### src/rtl/branch_sequencer.sv
// Branch sequencer: decodes a conditional branch, borrows the shared ALU
// for the compare, drives the PC-write condition and keeps branch stats.
module branch_sequencer (
  input  logic        clk,
  input  logic        reset,
  input  logic        start,
  input  logic [6:0]  opcode,
  input  logic [2:0]  funct3,
  input  logic        alu_ack,
  input  logic        zero,
  input  logic        lessThan,
  input  logic        clear_stats,
  output logic        alu_req,
  output logic [1:0]  alu_op,
  output logic        PcWriteCond,
  output logic [1:0]  BranchType,
  output logic        busy,
  output logic        done,
  output logic        taken,
  output logic        illegal,
  output logic [15:0] branch_count,
  output logic [15:0] taken_count
);

  localparam logic [6:0] BranchOp = 7'b1100011;
  localparam logic [3:0] WaitLast = 4'd14;
  localparam logic [15:0] CntMax = 16'hFFFF;

  typedef enum logic [2:0] {
    IDLE, REQ, EVAL, DONE, ERR
  } state_t;

  state_t state;
  state_t stateNext;

  logic [2:0] f3Q;
  logic [3:0] waitCnt;
  logic       takenQ;
  logic       takenNext;
  logic       accept;
  logic       legal;
  logic [1:0] brType;
  logic [1:0] aluOpDec;

  assign accept = start && (opcode == BranchOp);
  assign legal  = funct3[2] || (funct3[2:1] == 2'b00);

  always_comb begin
    brType   = 2'd0;
    aluOpDec = 2'b00;
    unique case (1'b1)
      (f3Q[2:1] == 2'b00): begin
        brType   = {1'b0, f3Q[0]};
        aluOpDec = 2'b00;
      end
      (f3Q[2:1] == 2'b10): begin
        brType   = f3Q[0] ? 2'd2 : 2'd3;
        aluOpDec = 2'b01;
      end
      (f3Q[2:1] == 2'b11): begin
        brType   = f3Q[0] ? 2'd2 : 2'd3;
        aluOpDec = 2'b10;
      end
      default: ;
    endcase
  end

  // GE-style types are taken when the less-than flag is clear
  always_comb begin
    takenNext = 1'b0;
    case (brType)
      2'd0: takenNext = zero;
      2'd1: takenNext = ~zero;
      2'd2: takenNext = ~lessThan;
      2'd3: takenNext = lessThan;
    endcase
  end

  always_comb begin
    stateNext   = state;
    alu_req     = 1'b0;
    alu_op      = 2'b00;
    PcWriteCond = 1'b0;
    BranchType  = 2'd0;
    busy        = 1'b1;
    done        = 1'b0;
    taken       = 1'b0;
    illegal     = 1'b0;
    unique case (state)
      IDLE: begin
        busy = 1'b0;
        if (accept) begin
          stateNext = legal ? REQ : ERR;
        end
      end
      REQ: begin
        alu_req = 1'b1;
        alu_op  = aluOpDec;
        if (alu_ack) begin
          stateNext = EVAL;
        end else if (waitCnt == WaitLast) begin
          stateNext = ERR;
        end
      end
      EVAL: begin
        alu_op      = aluOpDec;
        PcWriteCond = 1'b1;
        BranchType  = brType;
        stateNext   = DONE;
      end
      DONE: begin
        done      = 1'b1;
        taken     = takenQ;
        stateNext = IDLE;
      end
      ERR: begin
        done      = 1'b1;
        illegal   = 1'b1;
        stateNext = IDLE;
      end
      default: begin
        stateNext = IDLE;
      end
    endcase
  end

  always_ff @(posedge clk or negedge reset) begin
    if (!reset) begin
      state   <= IDLE;
      f3Q     <= 3'b000;
      waitCnt <= 4'd0;
      takenQ  <= 1'b0;
    end else begin
      state <= stateNext;
      if (state == IDLE && accept) begin
        f3Q <= funct3;
      end
      if (state == REQ) begin
        waitCnt <= waitCnt + 4'd1;
      end else begin
        waitCnt <= 4'd0;
      end
      if (state == EVAL) begin
        takenQ <= takenNext;
      end
    end
  end

  // a clear request wins over the increment of the same edge
  always_ff @(posedge clk or negedge reset) begin
    if (!reset) begin
      branch_count <= 16'd0;
      taken_count  <= 16'd0;
    end else if (clear_stats) begin
      branch_count <= 16'd0;
      taken_count  <= 16'd0;
    end else if (state == EVAL) begin
      if (branch_count != CntMax) begin
        branch_count <= branch_count + 16'd1;
      end
      if (takenNext && taken_count != CntMax) begin
        taken_count <= taken_count + 16'd1;
      end
    end
  end

endmodule

### config.mk
export PLATFORM = sky130hd
export DESIGN_NAME = branch_sequencer
export DESIGN_NICKNAME = d
export VERILOG_FILES = /design/src/rtl/branch_sequencer.sv
export SDC_FILE = /design/constraint.sdc
export NUM_CORES = 1
export LEC_CHECK = 0
export ABC_AREA = 1
export ABC_CLOCK_PERIOD_IN_PS = 3800
export CORE_ASPECT_RATIO = 0.75
export CORE_MARGIN = 3
export CORE_UTILIZATION = 40
export DETAILED_ROUTE_END_ITERATION = 8
export GPL_TIMING_DRIVEN = 0
export PLACE_DENSITY_LB_ADDON = 0.3
export SETUP_SLACK_MARGIN = 0.15
export SYNTH_ARGS = -nofsm -noshare
export SYNTH_HDL_FRONTEND = slang
export SYNTH_SLANG_ARGS = --single-unit
export TNS_END_PERCENT = 100
### constraint.sdc
create_clock -name clk -period 3.8 [get_ports clk]
set_input_delay 0.57 -clock clk [delete_from_list [all_inputs] [get_ports clk]]
set_output_delay 0.57 -clock clk [all_outputs]
set_load 0.005 [all_outputs]
==> impl_metrics.yaml <==
outcome:
  outcome: "completed"
sta:
  relSlewSlack_pct: 65.1
  hold_viol_final: 0
  timing.hold.ws_ps: 224
  fmax_mhz: 394
  tns_ps: 0
  setup_viol: 0
  rsz0062_at_grt: "false"
  drv_slew: 0
  worst_pin_slew_ps: 524
  clock_skew_ps: 2.03
  fin_crit_sh_pct: 66.7
  period_minus_slack_ps: 2540
floorplan:
  io_pins: 59
  fp.coreArea_mm2: 0.00657
  start_util_pct: 43.0
  die_h_um: 78.8
  die_area_mm2: 0.00811
  die_w_um: 103
  row_count: 25
pwr:
  peakVddDrop_mv: 0.227
  p_leak_nw: 1.59
  power_switching_uw: 447
  powerDensity_mw_per_mm2: 369
  p_int_uw: 891
  switching_share_pct: 33.4
  p_seq_share_pct: 41.2
  clock_power_share_pct: 27.1
  combPwrFrac_pct: 31.7
yosys:
  synth_common_cells: "117 x nand2_1, 56 x nor2_1, 47 x nand3_1"
  synth.area.top_cells: "dfrtp_1 38%, nand2_1 16%, nand3_1 8.3%, nor2_1 7.4%, inv_1 4.0%"
  synth_cell_types: 32
  syn_nets: 422
  synth-edff-count: 0
  synth.most_common_cell: "nand2_1"
  seq_area_frac_synth_pct: 38.1
  synth_cells: 401
  postSynthAreaPerCell_um2: 7.04
  ys_ff_latch: 43
  synthArstFlopShare_pct: 100
  syn-cell-area_mm2: 0.00282
  yosys.area.top_type: "dfrtp_1"
  yosysTopAreaCellShare_pct: 38.1
  synth_flop_cell: "dfrtp_1"
  yosysWarnings: 0
layout:
  finalNetCount: 487
  antennaDiodeCount: 0
  areaGrowthSynthToFinish_pct: 28.3
  drive_gt1_share_pct: 9.64
global_route:
  grt_max_degree: 25
  grt-ovfl-total: 0
  grt_usage_pct: 19.1
  grt_pass1_vias: 2688
  grt_first_pass_wirelength_um: 12500
  antenna_found_initial: 0
detailed_routing:
  vias_per_cell: 5.14
  drt_iter0_markers: 140
  wl_per_cell_um: 13.0
  via_count: 2816
  wl_um: 7140
  drc: 0
  ant_nets: 0
  drt_pass1_iterations: 5
clock_network:
  clockBufferDepth: 2
  postCtsHoldBufs: 0
  cts-root-buf: "clkbuf_8"
  clkLatencyLatePin_ps: 300
  cts_resized: 0
  cts_tree: "yes"
  clk_pin_slew_ps: 80
  cts_buffers: 5
  cts_setup_buffers: 0
  clock_sinks: 43
  h-tree-depth: 2
critical_path:
  worstPathMaxFanout: 7
  crit_type: "flip-flop to primary output"
  cp.required_ps: 3230
  worstPathArrival_ps: 1970
  start_kind: "flip-flop"
  crit_path_end_kind: "primary output"
place:
  gp_congestion: 0.866
  io_buffer_count: 57
  hpwlAfterDp_um: 5560
worst_hold_path:
  hp-class: "primary input to asynchronous set/reset pin"
job:
  maxCapViolations: 0
-- power groups by stage --
| stage | registers, mW | clock network [mW] | logic, mW |
|---|---|---|---|
| 6_report | 0.552 | 0.363 | 0.424 |
| 5_1_grt | 0.560 | 0.394 | 0.475 |
| 4_1_cts | 0.552 | 0.376 | 0.428 |
| 3_5_place_dp | 0.561 | 0 | 0.424 |
| 3_3_place_gp | 0.558 | 0 | 0.416 |
| 2_1_floorplan | 0.552 | 0 | 0.236 |
-- final cells by class --
type	count	area, um^2
clock inverter	3	43.8
tap	81	101
inverter	37	139
buffer	9	67.6
fill	632	2950
clock buffer	5	68.8
timing repair buffer	58	586
multi-input combinational	312	1540
sequential	43	1080
-- worst paths after layout --
kind / depth (start not counted) / start / slack, ps / end
setup / recovery: 6 / state[2] / 1260 / alu_op[0]
hold / removal: 1 / reset / 220 / taken_count[8]
setup reg to reg: 11 / taken_count[0] / 2000 / taken_count[14]
hold reg to reg: 1 / waitCnt[0] / 510 / waitCnt[0]
max in group asynchronous: 2 / reset / 3080 / f3Q[0]
min in group clk: 1 / waitCnt[0] / 510 / waitCnt[0]
-- routing by layer --
metal | global-route usage [%] | share of wire [%] | vias to the layer above
li1 | - | - | 1424
met1 | 27.1 | 48 | 1289
met2 | 29.8 | 45 | 94
met3 | 3.51 | 5.8 | 9
met4 | 5.17 | 1.2 | 0
met5 | 0 | 0 | -
-- per-stage QoR --
| step | instance area (um^2) | total power, mW | cells | setup slack, ps | util [%] |
|---|---|---|---|---|---|
| 2_1_floorplan | 2820 | 0.788 | 401 | 2180 | - |
| 3_3_place_gp | 3500 | 0.974 | 539 | 973 | 53.2 |
| 3_5_place_dp | 3510 | 0.985 | 540 | 1600 | 53.4 |
| 4_1_cts | 3620 | 1.36 | 548 | 1230 | 55.2 |
| 5_1_grt | 3620 | 1.43 | 548 | 1090 | 55.2 |
| 6_report | 3620 | 1.34 | 548 | 1260 | 55.2 |
-- critical path: stages (launching register included) --
cell	delay (ps)
dfrtp_1	430
nor3_2	300
inv_2	120
nand2_1	80
inv_1	50
nor3_1	150
clkdlybuf4s50_1	530
-- cells by family (layout without fill, tap and decap cells) --
logic type               after synthesis  after routing  synth area share [%]
adder cells (fa/ha/maj)                4              4                  1.77
AND/OR/NAND/NOR                      264            264                  42.4
XOR/XNOR                              13             13                  4.03
flip-flops                            43             43                  38.1
AO/OA/AOI/OAI                         31             31                  6.34
buffers and inverters                 46            112                  7.31
-- layout by cell type, fill, tap and decap left out --
cell type / synthesis / layout
xor2_1: 11 / 11
xnor2_1: 2 / 2
and2_1: 2 / 2
buf_12: 0 / 1
nand2_4: 2 / 2
a21o_1: 1 / 1
nor2_2: 1 / 1
o21bai_1: 5 / 5
nand2_2: 13 / 13
inv_2: 7 / 7
buf_2: 0 / 1
clkdlybuf4s50_1: 0 / 56
ha_1: 4 / 4
a22oi_1: 1 / 1
a21oi_1: 2 / 2
nor3_1: 5 / 5
a31o_2: 1 / 1
o21a_1: 1 / 1
clkinv_4: 0 / 1
clkbuf_1: 5 / 5
inv_1: 30 / 30
o21ai_1: 12 / 12
nor3_4: 1 / 1
nor2_1: 56 / 56
buf_8: 1 / 1
nand2_1: 117 / 117
buf_6: 3 / 3
nor3b_1: 2 / 2
nand3_2: 1 / 1
clkinv_2: 0 / 1
nor3_2: 1 / 1
bufinv_16: 0 / 1
or2_2: 1 / 1
o21ai_0: 8 / 8
clkbuf_8: 0 / 5
nor2_4: 3 / 3
nand3_1: 47 / 47
nand4_1: 12 / 12
dfrtp_1: 43 / 43
-- state kept, by name, indices dropped and copies added, names as in the netlist --
signal,count
branch_count,16
f3Q,3
state,3
takenQ,1
taken_count,16
waitCnt,4
(Power assumes the default switching activity.)
